$ cat config.mk
export PLATFORM = sky130hd
export DESIGN_NAME = pipe_stage_reg
export DESIGN_NICKNAME = d
export VERILOG_FILES = /design/src/rtl/pipe_stage_reg.sv
export SDC_FILE = /design/constraint.sdc
export NUM_CORES = 1
export LEC_CHECK = 0
export ABC_CLOCK_PERIOD_IN_PS = 5270
export BUFFER_PORTS_ARGS = -buffer_cell sky130_fd_sc_hd__buf_2
export CAP_MARGIN = 10
export CELL_PAD_IN_SITES_DETAIL_PLACEMENT = 0
export CELL_PAD_IN_SITES_GLOBAL_PLACEMENT = 1
export CORE_UTILIZATION = 35
export CTS_CLUSTER_SIZE = 12
export DETAILED_ROUTE_END_ITERATION = 7
export GPL_ROUTABILITY_DRIVEN = 0
export GPL_TIMING_DRIVEN = 0
export PLACE_DENSITY_LB_ADDON = 0.1
export SYNTH_ARGS = -nofsm -noshare
export SYNTH_HDL_FRONTEND = slang
export SYNTH_SLANG_ARGS = --single-unit
$ cat constraint.sdc
create_clock -name clk -period 5.27 [get_ports clk]
set_input_delay 0.7905 -clock clk [delete_from_list [all_inputs] [get_ports clk]]
set_output_delay 0.7905 -clock clk [all_outputs]
set_load 0.005 [all_outputs]
$ cat src/rtl/pipe_stage_reg.sv
// -----------------------------------------------------------------------------
// pipe_stage_reg
//
// Datapath pipeline stage register with valid/ready flow control, flush and a
// saturating stall counter. Carries NCH data words of WIDTH bits plus one
// WIDTH1-bit tag field between two CPU datapath stages.
//
// Optional feature macro: PIPE_SKID_EN
//   defined   : 1-entry skid register; in_ready is registered (~skid_valid),
//               so there is no out_ready -> in_ready combinational path.
//               Up to 2 words held, order preserved.
//   undefined : no skid; in_ready = ~out_valid | out_ready. Max 1 word held.
//
// Ports:
//   clk        in   1          clock, rising edge
//   reset      in   1          asynchronous, active-high reset
//   flush      in   1          synchronous kill of all held entries
//   in_valid   in   1          upstream has a word
//   in_ready   out  1          stage can accept a word this cycle
//   d_data     in   NCH*WIDTH  channel k at bits [k*WIDTH +: WIDTH]
//   d_tag      in   WIDTH1     tag field
//   out_valid  out  1          q_data/q_tag hold a live word
//   out_ready  in   1          downstream accepts this cycle
//   q_data     out  NCH*WIDTH  registered data, same packing as d_data
//   q_tag      out  WIDTH1     registered tag
//   stall_cnt  out  CNT_W      cycles with out_valid=1 and out_ready=0
// -----------------------------------------------------------------------------
module pipe_stage_reg #(
    parameter int unsigned WIDTH  = 32,
    parameter int unsigned WIDTH1 = 4,
    parameter int unsigned NCH    = 3,
    parameter int unsigned CNT_W  = 16
) (
    input  logic                   clk,
    input  logic                   reset,
    input  logic                   flush,
    input  logic                   in_valid,
    output logic                   in_ready,
    input  logic [NCH*WIDTH-1:0]   d_data,
    input  logic [WIDTH1-1:0]      d_tag,
    output logic                   out_valid,
    input  logic                   out_ready,
    output logic [NCH*WIDTH-1:0]   q_data,
    output logic [WIDTH1-1:0]      q_tag,
    output logic [CNT_W-1:0]       stall_cnt
);

    localparam int unsigned DW = NCH * WIDTH;

    logic [CNT_W-1:0] cnt_one;
    assign cnt_one = {{(CNT_W-1){1'b0}}, 1'b1};

    // Output register
    logic              out_valid_q, out_valid_d;
    logic [DW-1:0]     data_q,      data_d;
    logic [WIDTH1-1:0] tag_q,       tag_d;
    logic [CNT_W-1:0]  stall_cnt_q, stall_cnt_d;

    logic xfer_in;
    logic xfer_out;

`ifdef PIPE_SKID_EN
    // Skid entry: holds the word accepted while the output register stalls.
    logic              skid_valid_q, skid_valid_d;
    logic [DW-1:0]     skid_data_q,  skid_data_d;
    logic [WIDTH1-1:0] skid_tag_q,   skid_tag_d;

    // Ready depends only on state and flush, never on out_ready.
    always_comb begin
        in_ready = ~skid_valid_q & ~flush;
        xfer_in  = in_valid & in_ready;
        xfer_out = out_valid_q & out_ready;
    end

    always_comb begin
        out_valid_d  = out_valid_q;
        data_d       = data_q;
        tag_d        = tag_q;
        skid_valid_d = skid_valid_q;
        skid_data_d  = skid_data_q;
        skid_tag_d   = skid_tag_q;

        if (flush) begin
            // flush dominates any load or refill; q_* keep their value.
            out_valid_d  = 1'b0;
            skid_valid_d = 1'b0;
        end else if (skid_valid_q) begin
            // A full skid implies a live output word and in_ready=0, so the
            // only possible move is a refill once downstream drains.
            if (out_ready) begin
                data_d       = skid_data_q;
                tag_d        = skid_tag_q;
                out_valid_d  = 1'b1;
                skid_valid_d = 1'b0;
            end
        end else if (xfer_in) begin
            if (~out_valid_q | out_ready) begin
                data_d      = d_data;
                tag_d       = d_tag;
                out_valid_d = 1'b1;
            end else begin
                skid_data_d  = d_data;
                skid_tag_d   = d_tag;
                skid_valid_d = 1'b1;
            end
        end else if (xfer_out) begin
            out_valid_d = 1'b0;
        end
    end

    always_ff @(posedge clk or posedge reset) begin
        if (reset) begin
            skid_valid_q <= 1'b0;
            skid_data_q  <= '0;
            skid_tag_q   <= '0;
        end else begin
            skid_valid_q <= skid_valid_d;
            skid_data_q  <= skid_data_d;
            skid_tag_q   <= skid_tag_d;
        end
    end
`else
    always_comb begin
        in_ready = ~flush & (~out_valid_q | out_ready);
        xfer_in  = in_valid & in_ready;
        xfer_out = out_valid_q & out_ready;
    end

    always_comb begin
        out_valid_d = out_valid_q;
        data_d      = data_q;
        tag_d       = tag_q;

        // in_ready is already 0 under flush, so xfer_in cannot load then.
        if (flush) begin
            out_valid_d = 1'b0;
        end else if (xfer_in) begin
            data_d      = d_data;
            tag_d       = d_tag;
            out_valid_d = 1'b1;
        end else if (xfer_out) begin
            out_valid_d = 1'b0;
        end
    end
`endif

    // Saturating stall counter; only reset clears it.
    always_comb begin
        stall_cnt_d = stall_cnt_q;
        if (out_valid_q & ~out_ready & (stall_cnt_q != '1)) begin
            stall_cnt_d = stall_cnt_q + cnt_one;
        end
    end

    always_ff @(posedge clk or posedge reset) begin
        if (reset) begin
            out_valid_q <= 1'b0;
            data_q      <= '0;
            tag_q       <= '0;
            stall_cnt_q <= '0;
        end else begin
            out_valid_q <= out_valid_d;
            data_q      <= data_d;
            tag_q       <= tag_d;
            stall_cnt_q <= stall_cnt_d;
        end
    end

    assign out_valid = out_valid_q;
    assign q_data    = data_q;
    assign q_tag     = tag_q;
    assign stall_cnt = stall_cnt_q;

endmodule

Word level (Yosys, flattened, before mapping):

Cells that the tools add are included.

* add/subtract/negate cells: 1
* muxes and demuxes: 3
* multiply operators: 0
* equality and inequality tests: 1
* reductions and logical operators: 2
* shift-type cells: 0
* magnitude comparators: 0
* bitwise logic cells: 9
* divide/modulo/power cells: 0

Operators by type and width (number)
* $add 16x1->16 const B: 1
* $ne 16x16->1 const B: 1
* $and 1x1->1: 5
* $mux 1: 3
* $not 1->1: 3
* $reduce_bool 3->1: 1
* $reduce_and 2->1: 1
* $or 1x1->1: 1

* memories: 0
* bits in latches: 0
* bits in read-only memories: 0
* output and inout port bits: 118
* bits of input ports: 105
* RAM bits: 0
* flip-flop bits (word level): 117

Logic depth before layout (Yosys ltp):

* word-level depth: 6
* mapped depth: 6
* gate-level depth less buffers: 5

Least setup slack after synthesis:

No wires, ideal clock.

* path kind: input port to flip-flop
* from: input port out_ready
* to: register data_q[0] (netlist: q_data[0])
* setup time: 125 ps
* cell stages on the path: 6
* arrival time: 1878 ps
* path slack: 3267 ps
* path through: nor2b_1 nor2_1 and2_1 clkbuf_1 buf_2 mux2_2

* longest elaborated chain between the ends: 4

RTL lines
* start: declaration: line 42 `input logic out_ready,`
* $or 1x1->1: line 124 `in_ready = ~flush & (~out_valid_q | out_ready);`
* $and 1x1->1: line 124
* via in_ready: line 38 `output logic in_ready,`
* $and 1x1->1: line 125 `xfer_in = in_valid & in_ready;`
* $reduce_and 2->1 (no source line)
* end signal: assignment: line 163 `data_q <= data_d;`
* end: declaration: line 55 `logic [DW-1:0] data_q, data_d;`

The timed path passes the listed nets, and every way through them passes these cells.
A chain may end at the register's enable or synchronous reset.

Worst setup path after layout:

* from: register out_valid_q (netlist: out_valid)
* to: register data_q[54] (netlist: q_data[54])

* longest elaborated chain between the ends: 5

RTL lines
* start: declaration: line 54 `logic out_valid_q, out_valid_d;`
* start signal: assignment: line 162 `out_valid_q <= out_valid_d;`
* $not 1->1: line 124
* $or 1x1->1: line 124
* $and 1x1->1: line 124
* $and 1x1->1: line 125
* $reduce_and 2->1 (no source line)

Every way passes these cells.

==> flow_metrics.env <==
export IMPL_setup_tns_ps=0
export IMPL_nets=639
export IMPL_timing_final_crit_share=0.4015
export IMPL_grt_setup_unrepaired="no"
export IMPL_synth_warnings=0
export IMPL_power_internal_uw=2048
export IMPL_die_y_um=115.7
export IMPL_syn_mean_instance_area_um2=15.55
export IMPL_final_period_minus_worst_setup_slack_ps=2116
export IMPL_postRouteAntennaNets=0
export IMPL_critPathSlowestCell="sky130_fd_sc_hd__clkbuf_1"
export IMPL_route_detailed_vias_per_inst=4.501
export IMPL_synth_edf_count=0
export IMPL_fraction_of_the_yosys_area_taken_by_sequential_cells=0.6469
export IMPL_num_antenna_cells=0
export IMPL_synth_xor_xnor_area_share=0.02516
export IMPL_fin_area_mm2=0.006474
export IMPL_synthSimpleGateAreaFrac=0.05474
export IMPL_multiInputGateArea_mm2=0.001528
export IMPL_max_slew_margin=0.5561
export IMPL_route_vias_total=3232
export IMPL_max_slew_worst_pin_slew_ps=665.8
export IMPL_synth_top_family_by_area="multiplexers"
export IMPL_detailedRoute_firstPassIterationCount=4
export IMPL_min_delay_path_class="in -> async"
export IMPL_p_leak_uw=0.003206
export IMPL_fmax_ghz=0.4726
export IMPL_crit_path_max_fanout=10
export IMPL_switchingPower_uw=653.2
export IMPL_routed_wl_mm=10.65
export IMPL_combPwrFrac=0.159
export IMPL_core_area_mm2=0.01262
export IMPL_first_pass_grt_wire_length_mm=15.92
export IMPL_clkSinkCount=117
export IMPL_cts_root_buffer_cell="sky130_fd_sc_hd__clkbuf_16"
export IMPL_synth_compound_area_share=0.001106
export IMPL_yosysUniqueCellTypes=24
export IMPL_synth_adder_area_share=0.002765
export IMPL_final_layout_size_suffix_gt1_frac=0.6740
export IMPL_timing_max_transition_violations_final=0
export IMPL_cts_buffers=17
export IMPL_power_clock_fraction=0.417
export IMPL_synthesis_area_mm2=0.004526
export IMPL_syn_to_final_growth_pct=43.05
export IMPL_register_area_mm2=0.002928
export IMPL_post_cts_repair_resize_count=0
export IMPL_pin_count=223
export IMPL_critical_path_max_stage_delay_ps=510
export IMPL_clk_transition_reported_paths_ps=50
export IMPL_syn_inst=291
export IMPL_async_reset_ff_frac=1.000
export IMPL_per_cell_routed_wire_length_um=14.83
export IMPL_hold_viol_final=0
export IMPL_cp_num_buf_inv=2
export IMPL_ir_worst_vdd_uv=226.2
export IMPL_timing_max_cap_violations=0
export IMPL_placementRows=41
export IMPL_gr_total_overflow=0
export IMPL_holdBufCountCts=0
export IMPL_worstPathCellList="nor2b_1, nor2_1, and2_1, clkbuf_1, buf_2, mux2_2"
export IMPL_grt_antenna_before_repair=0
export IMPL_status="completed"
export IMPL_worst_clock_skew_ps=7.358
export IMPL_grt_start_max_net_pins=94
export IMPL_chipWidth_um=115.7
export IMPL_critical_path_top_delay_family="buffers and inverters"
export IMPL_worstPathRequired_ps=5550
export IMPL_placed_area_mm2=0.005884
export IMPL_initial_utilization=0.3586
export IMPL_pwr_share_seq=0.424
export IMPL_starting_drc_count_in_detailed_routing=103
export IMPL_setup_worst_path_start_class="register"
export IMPL_floorplan_die_area_mm2=0.01339
export IMPL_mappedNetlistNets=397
export IMPL_critical_path_start_end_classification="reg -> reg"
export IMPL_layout_filler_cells=1125
export IMPL_post_route_drc_count=0
export IMPL_io_buffers=222
export IMPL_switching_part_of_the_total_power=0.2418
export IMPL_htreeDepth=4
export IMPL_ffs_latches_synth=117
export IMPL_power_total_uw=2701
export IMPL_tritoncts="yes"
export IMPL_number_of_failing_setup_endpoints_in_the_final_timing_report=0
export IMPL_gr_usage_all_layers=0.1621
export IMPL_multiplexer_area_fraction_after_synthesis=0.2538
export IMPL_placed_cells=686
export IMPL_detailed_place_hpwl_mm=7.918
export IMPL_p_per_area_mw_per_mm2=417.3
export IMPL_dominantRegCellSynth="sky130_fd_sc_hd__dfrtp_1"
export IMPL_clock_latency_on_the_worst_skew_pair_ps=400
export IMPL_first_global_vias=3052
export IMPL_cell_count_final_fillers_out=718
export IMPL_cp_arrival_ps=2400
export IMPL_cts_root_to_sink_buffers=2
export IMPL_cts_setup_buffers=0
export IMPL_end_kind="register"
sequential cells by signal (all words and copies together), names as in the netlist:
name / count
out_valid: 1
q_data: 96
stall_cnt: 16
q_tag: 4
power by group through the flow:
stage / sequential, µW / clock (µW) / combinational (µW)
final: 1150 / 1130 / 429
after global placement: 1160 / 0 / 432
after global routing: 1170 / 1200 / 479
after detailed placement: 1160 / 0 / 439
after CTS: 1150 / 1160 / 441
after floorplan: 1170 / 0 / 183
synthesized netlist by cell type, types with 2 or more instances:
| library cell | number | area share |
|---|---|---|
| sky130_fd_sc_hd__nor2_1 | 6 | 0.0050 |
| sky130_fd_sc_hd__inv_1 | 2 | 0.0017 |
| sky130_fd_sc_hd__clkbuf_1 | 2 | 0.0017 |
| sky130_fd_sc_hd__mux2_2 | 102 | 0.25 |
| sky130_fd_sc_hd__nor3_1 | 6 | 0.0066 |
| sky130_fd_sc_hd__nor4_1 | 5 | 0.0069 |
| sky130_fd_sc_hd__nor3b_1 | 2 | 0.0033 |
| sky130_fd_sc_hd__xor2_1 | 12 | 0.023 |
| sky130_fd_sc_hd__buf_2 | 11 | 0.012 |
| sky130_fd_sc_hd__dfrtp_1 | 117 | 0.65 |
| sky130_fd_sc_hd__nand3_1 | 7 | 0.0077 |
| sky130_fd_sc_hd__nand2_1 | 4 | 0.0033 |
| sky130_fd_sc_hd__nand4_1 | 4 | 0.0055 |
cells in the final DEF (no fill, tap or decap), types with 4 or more instances in the layout:
master                      synthesis  layout
sky130_fd_sc_hd__xor2_1            12      12
sky130_fd_sc_hd__mux2_2           102     102
sky130_fd_sc_hd__clkbuf_8           0       4
sky130_fd_sc_hd__dfrtp_1          117     117
sky130_fd_sc_hd__clkbuf_1           2       5
sky130_fd_sc_hd__nand4_1            4       4
sky130_fd_sc_hd__nor3_1             6       6
sky130_fd_sc_hd__nor4_1             5       5
sky130_fd_sc_hd__nand2_1            4       4
sky130_fd_sc_hd__nor2_1             6       6
sky130_fd_sc_hd__nand3_1            7       7
sky130_fd_sc_hd__clkbuf_16          0      17
sky130_fd_sc_hd__buf_2             11     233
routing by layer:
| layer | vias up | part of all wire | global-route usage |
|---|---|---|---|
| met2 | 115 | 0.51 | 0.2627 |
| li1 | 1515 | - | - |
| met1 | 1588 | 0.41 | 0.1967 |
| met5 | - | 0 | 0 |
| met4 | 0 | 0.018 | 0.07692 |
| met3 | 14 | 0.066 | 0.05178 |
through the flow:
step | hold slack, ps | utilization | setup slack, ps
global placement | 485.3 | 0.4637 | -11.07
CTS | 326.6 | 0.5130 | 3076
detailed placement | 488.6 | 0.4663 | 2686
finish | 332.7 | 0.5130 | 3154
global route | 348.6 | 0.5130 | 2957
floorplan | 484.7 | - | 1379
area by class of cell:
cell class,count,area share
inverters,2,0.001933
flip-flops and latches,117,0.4523
clock buffers,24,0.07596
well taps,172,0.03324
multi-input cells,159,0.2360
plain buffers,13,0.009664
repair buffers,223,0.1759
clock inverters,8,0.01508
cell families after synthesis:
kind of cell / after synthesis
compound gates: 1
xor+xnor: 13
fa+ha+maj: 1
buf+inv: 15
flops: 117
mux: 102
simple gates: 42
worst paths after layout:
kind	start	end	slack (ps)	depth (start not counted)
worst max-delay path	out_valid	q_data[54]	3150	6
worst min-delay path	reset	stall_cnt[3]	330	2
worst max register to register	out_valid	q_data[54]	3150	6
worst min register to register	q_data[38]	q_data[38]	500	1
max in group asynchronous	reset	stall_cnt[8]	4210	3
min in group clk	q_data[38]	q_data[38]	500	1
No activity file was read; power rests on OpenSTA's default activity.
